==> src/rtl/seq_mult16_pkg.sv <==
// Shared definitions for the sequential shift-add multiplier: the default
// operand width and the controller state encoding.
package seq_mult16_pkg;

    // Default operand width; the product is twice this wide.
    localparam int DEFAULT_WIDTH = 16;

    // Controller states. The encoding is fixed so that debug taps and
    // external observers see stable values.
    typedef enum logic [1:0] {
        ST_IDLE = 2'd0,
        ST_BUSY = 2'd1,
        ST_DONE = 2'd2
    } state_t;

endpackage : seq_mult16_pkg

==> src/rtl/seq_mult16_abs16.sv <==
// Combinational two's-complement magnitude. The magnitude is returned as an
// unsigned WIDTH-bit value, so the most negative input maps to itself
// (for example 0x8000 -> 0x8000), which is the correct unsigned magnitude.
module abs16 #(
    parameter int WIDTH = seq_mult16_pkg::DEFAULT_WIDTH
) (
    input  logic [WIDTH-1:0] val_i,
    output logic [WIDTH-1:0] mag_o,
    output logic             sign_o
);

    localparam logic [WIDTH-1:0] ONE_W = {{(WIDTH-1){1'b0}}, 1'b1};

    // Select the raw value or its negation depending on the sign bit.
    always_comb begin
        sign_o = val_i[WIDTH-1];
        if (val_i[WIDTH-1]) begin
            mag_o = (~val_i) + ONE_W;
        end else begin
            mag_o = val_i;
        end
    end

endmodule : abs16

==> src/rtl/seq_mult16.sv <==
// Multi-cycle WIDTH x WIDTH shift-add multiplier with a start/ready handshake.
// Signed operation is handled by multiplying magnitudes and negating the
// result at the end, so the datapath itself is purely unsigned.
module seq_mult16
    import seq_mult16_pkg::*;
#(
    parameter int WIDTH = DEFAULT_WIDTH
) (
    input  logic               clk,
    input  logic               rst_n,
    input  logic               start,
    input  logic               signed_en,
    input  logic [WIDTH-1:0]   op_a,
    input  logic [WIDTH-1:0]   op_b,
    output logic               ready,
    output logic               done,
    output logic [2*WIDTH-1:0] product
);

    // Counter must be able to hold WIDTH itself.
    localparam int                 CNT_W    = $clog2(WIDTH) + 1;
    localparam logic [CNT_W-1:0]   CNT_ZERO = {CNT_W{1'b0}};
    localparam logic [CNT_W-1:0]   CNT_ONE  = {{(CNT_W-1){1'b0}}, 1'b1};
    localparam logic [CNT_W-1:0]   CNT_LAST = CNT_W'(WIDTH);
    localparam logic [2*WIDTH-1:0] PROD_ONE = {{(2*WIDTH-1){1'b0}}, 1'b1};

    // Architectural state
    state_t               state_q,   state_d;
    logic [CNT_W-1:0]     cnt_q,     cnt_d;
    logic [2*WIDTH:0]     acc_q,     acc_d;
    logic [WIDTH-1:0]     mcand_q,   mcand_d;
    logic [WIDTH-1:0]     mplier_q,  mplier_d;
    logic                 neg_q,     neg_d;
    logic [2*WIDTH-1:0]   product_q, product_d;
    logic                 ready_q,   ready_d;
    logic                 done_q,    done_d;

    // Datapath helpers
    logic [WIDTH-1:0]     mag_a_s;
    logic [WIDTH-1:0]     mag_b_s;
    logic                 sign_a_s;
    logic                 sign_b_s;
    logic [WIDTH-1:0]     addend_s;
    logic [WIDTH:0]       sum_s;
    logic [2*WIDTH:0]     shifted_s;
    logic [2*WIDTH-1:0]   acc_fin_s;
    logic [2*WIDTH-1:0]   result_s;

    abs16 #(.WIDTH(WIDTH)) u_abs_a (
        .val_i  (op_a),
        .mag_o  (mag_a_s),
        .sign_o (sign_a_s)
    );

    abs16 #(.WIDTH(WIDTH)) u_abs_b (
        .val_i  (op_b),
        .mag_o  (mag_b_s),
        .sign_o (sign_b_s)
    );

    // One shift-add step: add the multiplicand into the upper half when the
    // multiplier LSB is set, keeping the carry in the extra top bit, then
    // shift the whole accumulator right by one.
    always_comb begin
        if (mplier_q[0]) begin
            addend_s = mcand_q;
        end else begin
            addend_s = {WIDTH{1'b0}};
        end
        sum_s     = acc_q[2*WIDTH:WIDTH] + {1'b0, addend_s};
        shifted_s = {1'b0, sum_s, acc_q[WIDTH-1:1]};
    end

    // Final sign fix-up applied to the last accumulator value, modulo 2^(2W).
    always_comb begin
        acc_fin_s = shifted_s[2*WIDTH-1:0];
        if (neg_q) begin
            result_s = (~acc_fin_s) + PROD_ONE;
        end else begin
            result_s = acc_fin_s;
        end
    end

    // Controller next-state and datapath update; everything holds by default.
    always_comb begin
        state_d   = state_q;
        cnt_d     = cnt_q;
        acc_d     = acc_q;
        mcand_d   = mcand_q;
        mplier_d  = mplier_q;
        neg_d     = neg_q;
        product_d = product_q;

        case (state_q)
            ST_IDLE: begin
                if (start) begin
                    state_d = ST_BUSY;
                    cnt_d   = CNT_ZERO;
                    acc_d   = {(2*WIDTH+1){1'b0}};
                    if (signed_en) begin
                        mcand_d  = mag_a_s;
                        mplier_d = mag_b_s;
                        neg_d    = sign_a_s ^ sign_b_s;
                    end else begin
                        mcand_d  = op_a;
                        mplier_d = op_b;
                        neg_d    = 1'b0;
                    end
                end else begin
                    state_d = ST_IDLE;
                end
            end

            ST_BUSY: begin
                acc_d    = shifted_s;
                mplier_d = {1'b0, mplier_q[WIDTH-1:1]};
                cnt_d    = cnt_q + CNT_ONE;
                if (cnt_d == CNT_LAST) begin
                    state_d   = ST_DONE;
                    product_d = result_s;
                end else begin
                    state_d = ST_BUSY;
                end
            end

            ST_DONE: begin
                state_d = ST_IDLE;
            end

            default: begin
                state_d = ST_IDLE;
            end
        endcase
    end

    // Handshake outputs are registered from the next state so they line up
    // exactly with the state register.
    always_comb begin
        ready_d = (state_d == ST_IDLE);
        done_d  = (state_d == ST_DONE);
    end

    // State and datapath registers with synchronous active-low reset.
    always_ff @(posedge clk) begin
        if (!rst_n) begin
            state_q   <= ST_IDLE;
            cnt_q     <= CNT_ZERO;
            acc_q     <= {(2*WIDTH+1){1'b0}};
            mcand_q   <= {WIDTH{1'b0}};
            mplier_q  <= {WIDTH{1'b0}};
            neg_q     <= 1'b0;
            product_q <= {(2*WIDTH){1'b0}};
            ready_q   <= 1'b1;
            done_q    <= 1'b0;
        end else begin
            state_q   <= state_d;
            cnt_q     <= cnt_d;
            acc_q     <= acc_d;
            mcand_q   <= mcand_d;
            mplier_q  <= mplier_d;
            neg_q     <= neg_d;
            product_q <= product_d;
            ready_q   <= ready_d;
            done_q    <= done_d;
        end
    end

    assign ready   = ready_q;
    assign done    = done_q;
    assign product = product_q;

endmodule : seq_mult16

==> config.mk <==
export PLATFORM = sky130hd
export DESIGN_NAME = seq_mult16
export DESIGN_NICKNAME = d
export VERILOG_FILES = /design/src/rtl/seq_mult16_pkg.sv /design/src/rtl/seq_mult16_abs16.sv /design/src/rtl/seq_mult16.sv
export SDC_FILE = /design/constraint.sdc
export NUM_CORES = 1
export LEC_CHECK = 0
export BUFFER_PORTS_ARGS = -buffer_cell sky130_fd_sc_hd__buf_4
export CAP_MARGIN = 10
export CORE_MARGIN = 1.5
export CORE_UTILIZATION = 50
export DETAILED_ROUTE_END_ITERATION = 7
export PLACE_DENSITY = 0.78
export SYNTH_ARGS = -nofsm -noshare
export SYNTH_HDL_FRONTEND = slang
export SYNTH_HIERARCHICAL = 1
export SYNTH_SLANG_ARGS = --single-unit
==> constraint.sdc <==
create_clock -name clk -period 3.4 [get_ports clk]
set_input_delay 0 -clock clk [delete_from_list [all_inputs] [get_ports clk]]
set_output_delay 0 -clock clk [all_outputs]
set_load 0.05 [all_outputs]
==> flow_summary.ini <==
[run_status]
status = complete, no violations

[min_path]
min_path_type = in -> reg

[grt]
antenna_found_initial = 0
grt_use_total_pct = 22.01
grt_pass1_wl_um = 26010
grt_max_degree = 71
overflow = 0
first_global_vias = 5353

[sta]
fin_skew_ps = 10.90
fmax_mhz = 309.9
fin_setup_tns_ps = 0
slew_headroom_pct = 47.52
hold_viol = 0
tightestPinTransition_ps = 785.1
setup_viol = 0
rsz0062_at_grt = true
fin_ws_ps = 173.5
slew_viol_final = 0
period_share_pct = 94.90
fin_crit_ps = 3227

[setup_path]
required_ps = 3630
criticalPathCategory = reg -> reg
worstPathArrival_ps = 3450
end_kind = flop
worstPathMaxFanout = 6
worst_setup_path_start_kind = flop

[die]
die_h_um = 117.9
coreArea_um2 = 12770
die_w_um = 117.9
ios = 70
rows = 41
die_area_um2 = 13900
initial_core_util_pct = 51.67

[routing]
post-route-drc-count = 0
dr.first_iter.drc_count = 504
vias = 5911
ant_nets = 0
drt_pass1_iterations = 6
wl_um = 15150
drt-vias-per-instance = 5.947
post_drt_wl_per_cell_um = 15.24

[final_layout]
synthToLayoutAreaGrowth_pct = 15.03
finalInstanceArea_um2 = 7592
drive_above_1_share_pct = 20.19
fin_nets = 874
num_antenna_cells = 0

[logic_synthesis]
syn_inst = 781
async_flop_share_pct = 0
syn-num-nets = 838
synthFlopType = dfxtp_1
ys_types = 76
synth_area_per_cell_um2 = 8.451
synth-seq-cells = 105
netlist_area_um2 = 6600
yosysWarnings = 6
seq_area_frac_synth_pct = 31.85
synth_enable_flop_cells = 0

[clocking]
cts_tree = done
clkLatencyLatePin_ps = 350
path_clk_slew_ps = 80
cts_root_buf = clkbuf_16
cts_buffers = 9
cts_sinks = 105
cts_setup_buffers = 0
cts.htree.levels = 3
cts.path.max_buffers = 2

[pwr]
p_per_area_nw_per_um2 = 372.9
ir_worst_vdd_uv = 232.8
p_leak_nw = 3.042

[place]
numPortBuffers = 69
place_area_um2 = 7214
place.gp.congestion = 0.9391
place_ws_ps = 83.58
hpwl_um = 10880

[run]
maxCapViolations = 0
[layout by cell type, fill, tap and decap left out, types with 12 or more instances in the layout]
master and count:
nor2_1 105, dfxtp_1 105, buf_4 89, a211oi_1 39, nand2_1 35, a21oi_1 33, xnor2_1 30, o21ai_0 28
a22oi_1 28, xor2_1 24, mux2i_1 20, ha_1 20, and2_1 19, nand3_1 17, mux2_2 17, o31ai_1 15
a222oi_1 15, inv_1 14, or3_1 12
[final cells by class]
class | count | area (um2)
timing repair buffer | 90 | 678.2
clock buffer | 11 | 252.7
clock inverter | 5 | 67.56
inverter | 15 | 56.30
sequential | 105 | 2102
multi-input combinational | 596 | 4220
tap | 172 | 215.2
fill | 1106 | 5181
[metal layers]
| metal | GRT usage [%] | routed length [um] | vias to the layer above |
|---|---|---|---|
| met5 | 0 | 0 | - |
| met4 | 5.107 | 195 | 0 |
| met3 | 4.118 | 767 | 14 |
| met2 | 34.69 | 6870 | 153 |
| met1 | 31.12 | 7318 | 2786 |
| li1 | - | - | 2958 |
[synthesized netlist by cell type (3+ instances only)]
master | count | share of area [%]
a211oi_1 | 39 | 4.4
a21o_1 | 7 | 0.80
a21oi_1 | 34 | 2.6
a222oi_1 | 15 | 2.3
a22oi_1 | 28 | 3.2
a31oi_1 | 4 | 0.38
and2_1 | 19 | 1.8
and3_1 | 7 | 0.66
buf_1 | 5 | 0.28
buf_2 | 4 | 0.30
buf_4 | 5 | 0.57
buf_6 | 4 | 0.68
clkbuf_1 | 46 | 2.6
dfxtp_1 | 105 | 32
ha_1 | 20 | 3.8
inv_1 | 14 | 0.80
mux2_2 | 17 | 2.9
mux2i_1 | 20 | 3.0
nand2_1 | 35 | 2.0
nand2b_1 | 8 | 0.76
nand3_1 | 17 | 1.3
nand4_1 | 3 | 0.28
nor2_1 | 105 | 6.0
nor3_1 | 6 | 0.45
nor3b_1 | 3 | 0.34
nor4_1 | 5 | 0.47
o211ai_1 | 3 | 0.34
o21a_1 | 3 | 0.34
o21ai_0 | 28 | 2.1
o21bai_1 | 3 | 0.34
o22ai_1 | 3 | 0.28
o31ai_1 | 15 | 1.7
o41ai_1 | 7 | 0.93
o41ai_2 | 8 | 2.0
or2_2 | 9 | 0.85
or3_1 | 13 | 1.2
or4_1 | 9 | 1.0
or4_4 | 3 | 0.51
xnor2_1 | 32 | 4.2
xor2_1 | 24 | 3.2
[power breakdown]
group	internal (mW)	switching [mW]
Combinational	0.189	0.244
Sequential	1.27	0.0210
Clock	0.624	0.488
Total	2.08	0.753
[kinds of logic after synthesis]
family | share of synthesized area [%]
AND/OR/NAND/NOR | 19.58
flip-flops | 31.85
XOR/XNOR | 7.678
buffers and inverters | 5.517
multiplexers | 5.934
AO/OA/AOI/OAI | 25.35
adder cells (fa/ha/maj) | 4.095
[metrics by stage]
| stage | hold WS (ps) | total power [mW] | cells | util [%] |
|---|---|---|---|---|
| after floorplan | 234.0 | 1.622 | 781 | - |
| after global placement | 305.1 | 1.735 | 977 | 56.48 |
| after detailed placement | 318.5 | 1.743 | 977 | 56.48 |
| after CTS | 16.43 | 2.834 | 994 | 59.07 |
| after global routing | 17.56 | 2.939 | 994 | 59.44 |
| final | 14.10 | 2.831 | 994 | 59.44 |
[worst max-delay path, stage by stage (launching register included)]
cell	delay, ps
dfxtp_1	380
and2_1	170
ha_1	210
fa_2	450
or4_1	550
buf_4	160
or4_4	430
or3_1	340
a21oi_2	130
mux2i_1	210
a21oi_1	80
[sequential cells by signal (all words and copies together) (netlist names)]
register / flops
mplier_q: 16
ready: 1
acc_q: 31
done: 1
state_q: 2
neg_q: 1
cnt_q: 5
mcand_q: 16
product: 32
[timing repair]
action	CTS	global route
hold buffers	1	0
resized for setup	0	10
setup endpoints to repair	0	8
endpoints found under the hold margin	5	0
[worst paths after layout]
path	startpoint	to	slack, ps	cells after the start
setup / recovery	mplier_q[0]	product[25]	170	10
setup reg to reg	mplier_q[0]	product[25]	170	10
hold / removal	op_a[14]	mcand_q[14]	10	3
hold reg to reg	product[22]	product[22]	450	2
(Power assumes the default switching activity.)
